**config.mk**
```make
export PLATFORM = sky130hd
export DESIGN_NAME = mem_stage_lsu
export DESIGN_NICKNAME = d
export VERILOG_FILES = /design/src/rtl/mem_stage_lsu_pkg.sv /design/src/rtl/mem_stage_lsu_lane_align.sv /design/src/rtl/mem_stage_lsu.sv
export SDC_FILE = /design/constraint.sdc
export NUM_CORES = 1
export LEC_CHECK = 0
export ABC_AREA = 1
export BUFFER_PORTS_ARGS = -buffer_cell sky130_fd_sc_hd__buf_4
export CORE_MARGIN = 2
export CORE_UTILIZATION = 60
export DETAILED_ROUTE_END_ITERATION = 8
export PLACE_DENSITY_LB_ADDON = 0.12
export SYNTH_ARGS = -nofsm -noshare
export SYNTH_HDL_FRONTEND = slang
export SYNTH_SLANG_ARGS = --single-unit
export TNS_END_PERCENT = 10
```
**constraint.sdc**
```tcl
create_clock -name clk -period 10.4 [get_ports clk]
set_input_delay 2.08 -clock clk [delete_from_list [all_inputs] [get_ports clk]]
set_output_delay 2.08 -clock clk [all_outputs]
set_load 0.01 [all_outputs]
```
**src/rtl/mem_stage_lsu_pkg.sv**
```systemverilog
// Shared encodings for the memory stage: fnc3 access sizes and LSU state codes.
// Also used by the decoder and the EX/MEM register.
package mem_stage_lsu_pkg;

    localparam logic [2:0] F3_B  = 3'b000;
    localparam logic [2:0] F3_H  = 3'b001;
    localparam logic [2:0] F3_W  = 3'b010;
    localparam logic [2:0] F3_BU = 3'b100;
    localparam logic [2:0] F3_HU = 3'b101;

    localparam logic [1:0] ST_IDLE  = 2'd0;
    localparam logic [1:0] ST_BEAT0 = 2'd1;
    localparam logic [1:0] ST_BEAT1 = 2'd2;
    localparam logic [1:0] ST_DONE  = 2'd3;

    function automatic logic f3_legal(input logic [2:0] f3);
        return f3 inside {F3_B, F3_H, F3_W, F3_BU, F3_HU};
    endfunction

    // An access is misaligned when its bytes straddle a word boundary.
    function automatic logic f3_misaligned(input logic [2:0] f3, input logic [1:0] off);
        logic m;
        case (f3[1:0])
            2'b01:   m = (off == 2'b11);
            2'b10:   m = (off != 2'b00);
            default: m = 1'b0;
        endcase
        return m;
    endfunction

endpackage

```
**src/rtl/mem_stage_lsu_lane_align.sv**
```systemverilog
// Combinational byte-lane steering: store data/enables across two word beats,
// and load-byte extraction with sign/zero extension.
module lsu_lane_align
    import mem_stage_lsu_pkg::*;
(
    input  logic [1:0]  st_off,
    input  logic [1:0]  st_size,
    input  logic [31:0] st_wdata,
    output logic [3:0]  be0,
    output logic [3:0]  be1,
    output logic [31:0] wdata0,
    output logic [31:0] wdata1,
    input  logic [1:0]  ld_off,
    input  logic [2:0]  ld_fnc3,
    input  logic [55:0] ld_bytes,
    output logic [31:0] ld_data
);

    logic [3:0]  be_base;
    logic [31:0] wmask;
    logic [7:0]  be_wide;
    logic [63:0] data_wide;
    logic [31:0] win;

    // Store: build an 8-byte window so the high spill lands in beat 1's low lanes.
    always_comb begin
        case (st_size)
            2'b00: begin
                be_base = 4'b0001;
                wmask   = {24'b0, st_wdata[7:0]};
            end
            2'b01: begin
                be_base = 4'b0011;
                wmask   = {16'b0, st_wdata[15:0]};
            end
            default: begin
                be_base = 4'b1111;
                wmask   = st_wdata;
            end
        endcase
        be_wide   = {4'b0, be_base} << st_off;
        data_wide = {32'b0, wmask} << {st_off, 3'b000};
    end

    assign be0    = be_wide[3:0];
    assign be1    = be_wide[7:4];
    assign wdata0 = data_wide[31:0];
    assign wdata1 = data_wide[63:32];

    always_comb begin
        win = ld_bytes[{1'b0, ld_off, 3'b000} +: 32];
        case (ld_fnc3)
            F3_B:    ld_data = {{24{win[7]}}, win[7:0]};
            F3_H:    ld_data = {{16{win[15]}}, win[15:0]};
            F3_BU:   ld_data = {24'b0, win[7:0]};
            F3_HU:   ld_data = {16'b0, win[15:0]};
            default: ld_data = win;
        endcase
    end

endmodule

```
**src/rtl/mem_stage_lsu.sv**
```systemverilog
// Memory-stage load/store unit: drives a word-wide req/ack bus, splits
// misaligned accesses into two beats and stalls the pipeline until done.
module mem_stage_lsu
    import mem_stage_lsu_pkg::*;
#(
    parameter bit SPLIT_EN = 1'b1
) (
    input  logic        clk,
    input  logic        rst,
    input  logic        memRead,
    input  logic        memWrite,
    input  logic [2:0]  fnc3,
    input  logic [31:0] addr,
    input  logic [31:0] wdata,
    output logic        stall,
    output logic [31:0] ld_data,
    output logic        ld_valid,
    output logic        st_done,
    output logic        err,
    output logic        bus_req,
    output logic        bus_we,
    output logic [31:0] bus_addr,
    output logic [3:0]  bus_be,
    output logic [31:0] bus_wdata,
    input  logic        bus_ack,
    input  logic [31:0] bus_rdata
);

    logic [1:0]  state;
    logic        split_q;
    logic        is_load;
    logic [1:0]  ld_off;
    logic [2:0]  ld_fnc3;
    logic [3:0]  be0, be1, be1_q;
    logic [31:0] wdata0, wdata1, wdata1_q;
    logic [31:0] rlo;
    logic [31:0] ld_ext;
    logic [55:0] ld_bytes;
    logic        mis;
    logic        legal;

    assign mis   = f3_misaligned(fnc3, addr[1:0]);
    assign legal = f3_legal(fnc3) && !(memRead && memWrite) && !(memWrite && fnc3[2])
                   && !(mis && !SPLIT_EN);

    // Low during DONE so the EX/MEM register advances at the end of the pulse cycle.
    assign stall = ((state == ST_IDLE) && (memRead || memWrite))
                   || (state == ST_BEAT0) || (state == ST_BEAT1);

    // On the final beat of a split load, the first word was captured into rlo.
    assign ld_bytes = (state == ST_BEAT1) ? {bus_rdata[23:0], rlo} : {24'b0, bus_rdata};

    lsu_lane_align u_align (
        .st_off   (addr[1:0]),
        .st_size  (fnc3[1:0]),
        .st_wdata (wdata),
        .be0      (be0),
        .be1      (be1),
        .wdata0   (wdata0),
        .wdata1   (wdata1),
        .ld_off   (ld_off),
        .ld_fnc3  (ld_fnc3),
        .ld_bytes (ld_bytes),
        .ld_data  (ld_ext)
    );

    always_ff @(posedge clk or posedge rst) begin
        if (rst) begin
            state     <= ST_IDLE;
            bus_req   <= 1'b0;
            bus_we    <= 1'b0;
            bus_addr  <= '0;
            bus_be    <= '0;
            bus_wdata <= '0;
            be1_q     <= '0;
            wdata1_q  <= '0;
            rlo       <= '0;
            split_q   <= 1'b0;
            is_load   <= 1'b0;
            ld_off    <= '0;
            ld_fnc3   <= '0;
            ld_data   <= '0;
            ld_valid  <= 1'b0;
            st_done   <= 1'b0;
            err       <= 1'b0;
        end else begin
            // NOTE: pulses default low each cycle; a branch below raises them for one cycle.
            ld_valid <= 1'b0;
            st_done  <= 1'b0;
            err      <= 1'b0;
            case (state)
                ST_IDLE: begin
                    if (memRead || memWrite) begin
                        if (!legal) begin
                            state <= ST_DONE;
                            err   <= 1'b1;
                        end else begin
                            state     <= ST_BEAT0;
                            bus_req   <= 1'b1;
                            bus_we    <= memWrite;
                            bus_addr  <= {addr[31:2], 2'b00};
                            bus_be    <= be0;
                            bus_wdata <= wdata0;
                            be1_q     <= be1;
                            wdata1_q  <= wdata1;
                            split_q   <= mis;
                            is_load   <= memRead;
                            ld_off    <= addr[1:0];
                            ld_fnc3   <= fnc3;
                        end
                    end
                end
                ST_BEAT0, ST_BEAT1: begin
                    if (bus_ack) begin
                        if (state == ST_BEAT0 && split_q) begin
                            state     <= ST_BEAT1;
                            bus_addr  <= bus_addr + 32'd4;
                            bus_be    <= be1_q;
                            bus_wdata <= wdata1_q;
                            rlo       <= bus_rdata;
                        end else begin
                            state     <= ST_DONE;
                            bus_req   <= 1'b0;
                            bus_we    <= 1'b0;
                            bus_addr  <= '0;
                            bus_be    <= '0;
                            bus_wdata <= '0;
                            if (is_load) begin
                                ld_valid <= 1'b1;
                                ld_data  <= ld_ext;
                            end else begin
                                st_done  <= 1'b1;
                            end
                        end
                    end
                end
                default: state <= ST_IDLE;
            endcase
        end
    end

endmodule

```
==> flow_metrics.tcl <==
set metrics [dict create \
    rsz0062_at_grt "no" \
    most_frequent_cell_after_synthesis "sky130_fd_sc_hd__nand2_1" \
    clock_latency_ns 0.44 \
    cts_setup_buffers 0 \
    count_of_max_cap_constraint_violations 0 \
    cts_inserted_buffers 17 \
    tritoncts "yes" \
    clock_buffer_depth 2 \
    postSynthRegisterBits 171 \
    detail_route.iter0.violations 976 \
    syn-instance-count 1491 \
    die_height_um 136 \
    cts_root_buffer "sky130_fd_sc_hd__clkbuf_16" \
    pre_cts_ws_ns 5.50 \
    fraction_of_the_cycle_the_final_worst_path_needs_pct 47.3 \
    cell_area_after_technology_mapping_um2 10400 \
    cell_area_placed_um2 11800 \
    detail_route.first_pass.iterations 5 \
    synth.yosys.seq_area_share_pct 41.1 \
    postLayoutSetupSlackWorst_ns 5.48 \
    vias_per_cell 5.73 \
    worst_ir_drop_vdd_mv 0.289 \
    first_pass_grt_wire_length_um 49800 \
    finalHoldViolCount 0 \
    setup_tns_final_ns 0 \
    cts.htree.levels 4 \
    numPortBuffers 207 \
    drive_above_1_share_pct 17.1 \
    async_set_reset_flop_share_out_of_synthesis_pct 100 \
    syn_to_final_growth_pct 18.7 \
    maxClockFrequency_ghz 0.203 \
    power.density_nw_per_um2 300 \
    drc_errors 0 \
    dieWidth_um 136 \
    post_layout_min_period_ns 4.92 \
    placementRows 48 \
    worstMarginPinSlew_ns 1.09 \
    finish.instance_area_um2 12400 \
    post-dp-hpwl_um 20900 \
    place.gp.congestion 0.958 \
    synth-main-ff-cell "sky130_fd_sc_hd__dfrtp_1" \
    cell_taking_the_most_area_after_synthesis "sky130_fd_sc_hd__dfrtp_1" \
    finalClockSkew_ns 0.0109 \
    worstHoldStart "bus_wdata[27]$_DFFE_PP0P_" \
    cts_hold_repair.buffers 0 \
    worst-setup-path-type "primary input to primary output" \
    post-place-cells 1845 \
    crit_path_end_kind "primary output" \
    worst_setup_path_start_kind "primary input" \
    ios 210 \
    final_max_slew_viol_count 0 \
    synthesis.area_per_instance_um2 6.98 \
    antenna_found_initial 0 \
    groute.layer.met2.usage_pct 55.0 \
    antenna-diode-count 0 \
    holdWs_ns 0.480 \
    globalRouteOverflowTotal 0 \
    post_cts.resized_instances 0 \
    first_global_vias 10000 \
    grt_max_degree 98 \
    static-leakage-power_nw 6.35 \
    post_layout_nonfiller_instances 1877 \
    detailroute.via_count 10700 \
    crit_fanout 4 \
    die_area_um2 18400 \
    gr-usage-met3_pct 6.06 \
    ys_types 43 \
    post_synth_most_frequent_cells "sky130_fd_sc_hd__nand2_1, sky130_fd_sc_hd__dfrtp_1, sky130_fd_sc_hd__nor2_1" \
    timing.final.setup_violations 0 \
    outcome "complete, no violations" \
    start_util_pct 60.8 \
    crit_required_ns 8.32 \
    nets 1752 \
    grtUsageMet1_pct 44.8 \
    slew-limit-headroom_pct 27.2 \
    data_arrival_time_of_the_worst_path_ns 2.84 \
    clk_pin_slew_worst_paths_ns 0.07 \
    worst_hold_path_type "flop to flop" \
    detail_route.wirelength_um 30900 \
    synth-edff-count 0 \
    netlist_top_cells_area "sky130_fd_sc_hd__dfrtp_1, sky130_fd_sc_hd__nand2_1, sky130_fd_sc_hd__o21ai_0" \
    critical_path.startpoint "memWrite" \
    grt_busiest_layer "met2" \
    grtUsageTotal_pct 34.3 \
    regToRegStartpoint "state[0]$_DFFE_PP0P_" \
    cts_num_sinks 171 \
    drt-wirelength-per-cell_um 16.5 \
    synth-warning-count 0 \
    floorplan.core_area_um2 17100 \
    ant_nets 0 \
    yosysTopAreaCellShare_pct 41.1 \
]
==> cells in the final DEF (no fill, tap or decap), drive strengths merged <==
cell type,instances
a21oi,64
a22oi,11
a31oi,4
buf,211
bufinv,2
clkbuf,18
clkinv,4
clkinvlp,4
conb,2
dfrtp,171
ha,9
inv,141
mux2,12
nand2,484
nand3,114
nand4,6
nor2,171
nor3,10
o2111ai,1
o211ai,24
o21a,1
o21ai,171
o21bai,1
o22ai,10
o31ai,1
or2,5
==> layout make-up <==
cell class                      instances  area (um2)
Clock buffer                           18         439
Fill cell                            1432        4760
Clock inverter                         14         159
Sequential cell                       171        4280
Multi-Input combinational cell       1101        5090
Timing Repair Buffer                  211        1580
Inverter                              137         522
Tap cell                              225         282
==> layer usage <==
metal  vias to the layer above  part of all wire (%)
met5                         -                     0
met3                        91                   8.4
li1                       5086                     -
met4                         0                   4.3
met2                       570                    47
met1                      5002                    40
==> where the power goes <==
group	total (mW)	switching, mW	internal, mW
Combinational	1.84	1.18	0.660
Sequential	1.22	0.247	0.969
Clock	0.655	0.290	0.365
Total	3.71	1.71	1.99
==> stage by stage <==
stage	power [mW]	utilization (%)
after global placement	2.99	68.7
after global routing	3.99	72.2
after CTS	3.69	72.2
final	3.71	72.2
after floorplan	2.47	-
after detailed placement	3.03	68.7
==> sequential cells by signal (all words and copies together) (netlist names), 2 cells and up <==
| name | cells |
|---|---|
| be1_q | 3 |
| bus_addr | 30 |
| bus_be | 4 |
| bus_wdata | 32 |
| ld_data | 32 |
| ld_fnc3 | 3 |
| ld_off | 2 |
| rlo | 32 |
| state | 2 |
| wdata1_q | 24 |
==> path summary, 6_finish.rpt <==
check,end,slack [ns],cells after the start
setup / recovery,stall,5.48,4
hold / removal,bus_wdata[27]$_DFFE_PP0P_,0.48,2
setup reg to reg,rlo[26]$_DFFE_PP0P_,6.13,6
hold reg to reg,bus_wdata[27]$_DFFE_PP0P_,0.48,2
max in group asynchronous,ld_data[11]$_DFFE_PP0P_,7.06,3
min in group asynchronous,rlo[1]$_DFFE_PP0P_,1.84,2
==> worst max-delay path, cell delays in order <==
cell                      delay (ns)
sky130_fd_sc_hd__buf_4          0.12
sky130_fd_sc_hd__o21ai_0        0.37
sky130_fd_sc_hd__nand2_1        0.11
sky130_fd_sc_hd__buf_4          0.16
==> cells by family after synthesis <==
family                   Yosys count  share of synthesized area (%)
multiplexers                      12                           1.30
AO/OA/AOI/OAI                    288                           15.0
AND/OR/NAND/NOR                  790                           31.4
adder cells (fa/ha/maj)            9                           1.08
flip-flops                       171                           41.1
other                              1                         0.0360
buffers and inverters            220                           9.99
No activity file was read; power rests on OpenSTA's default activity.
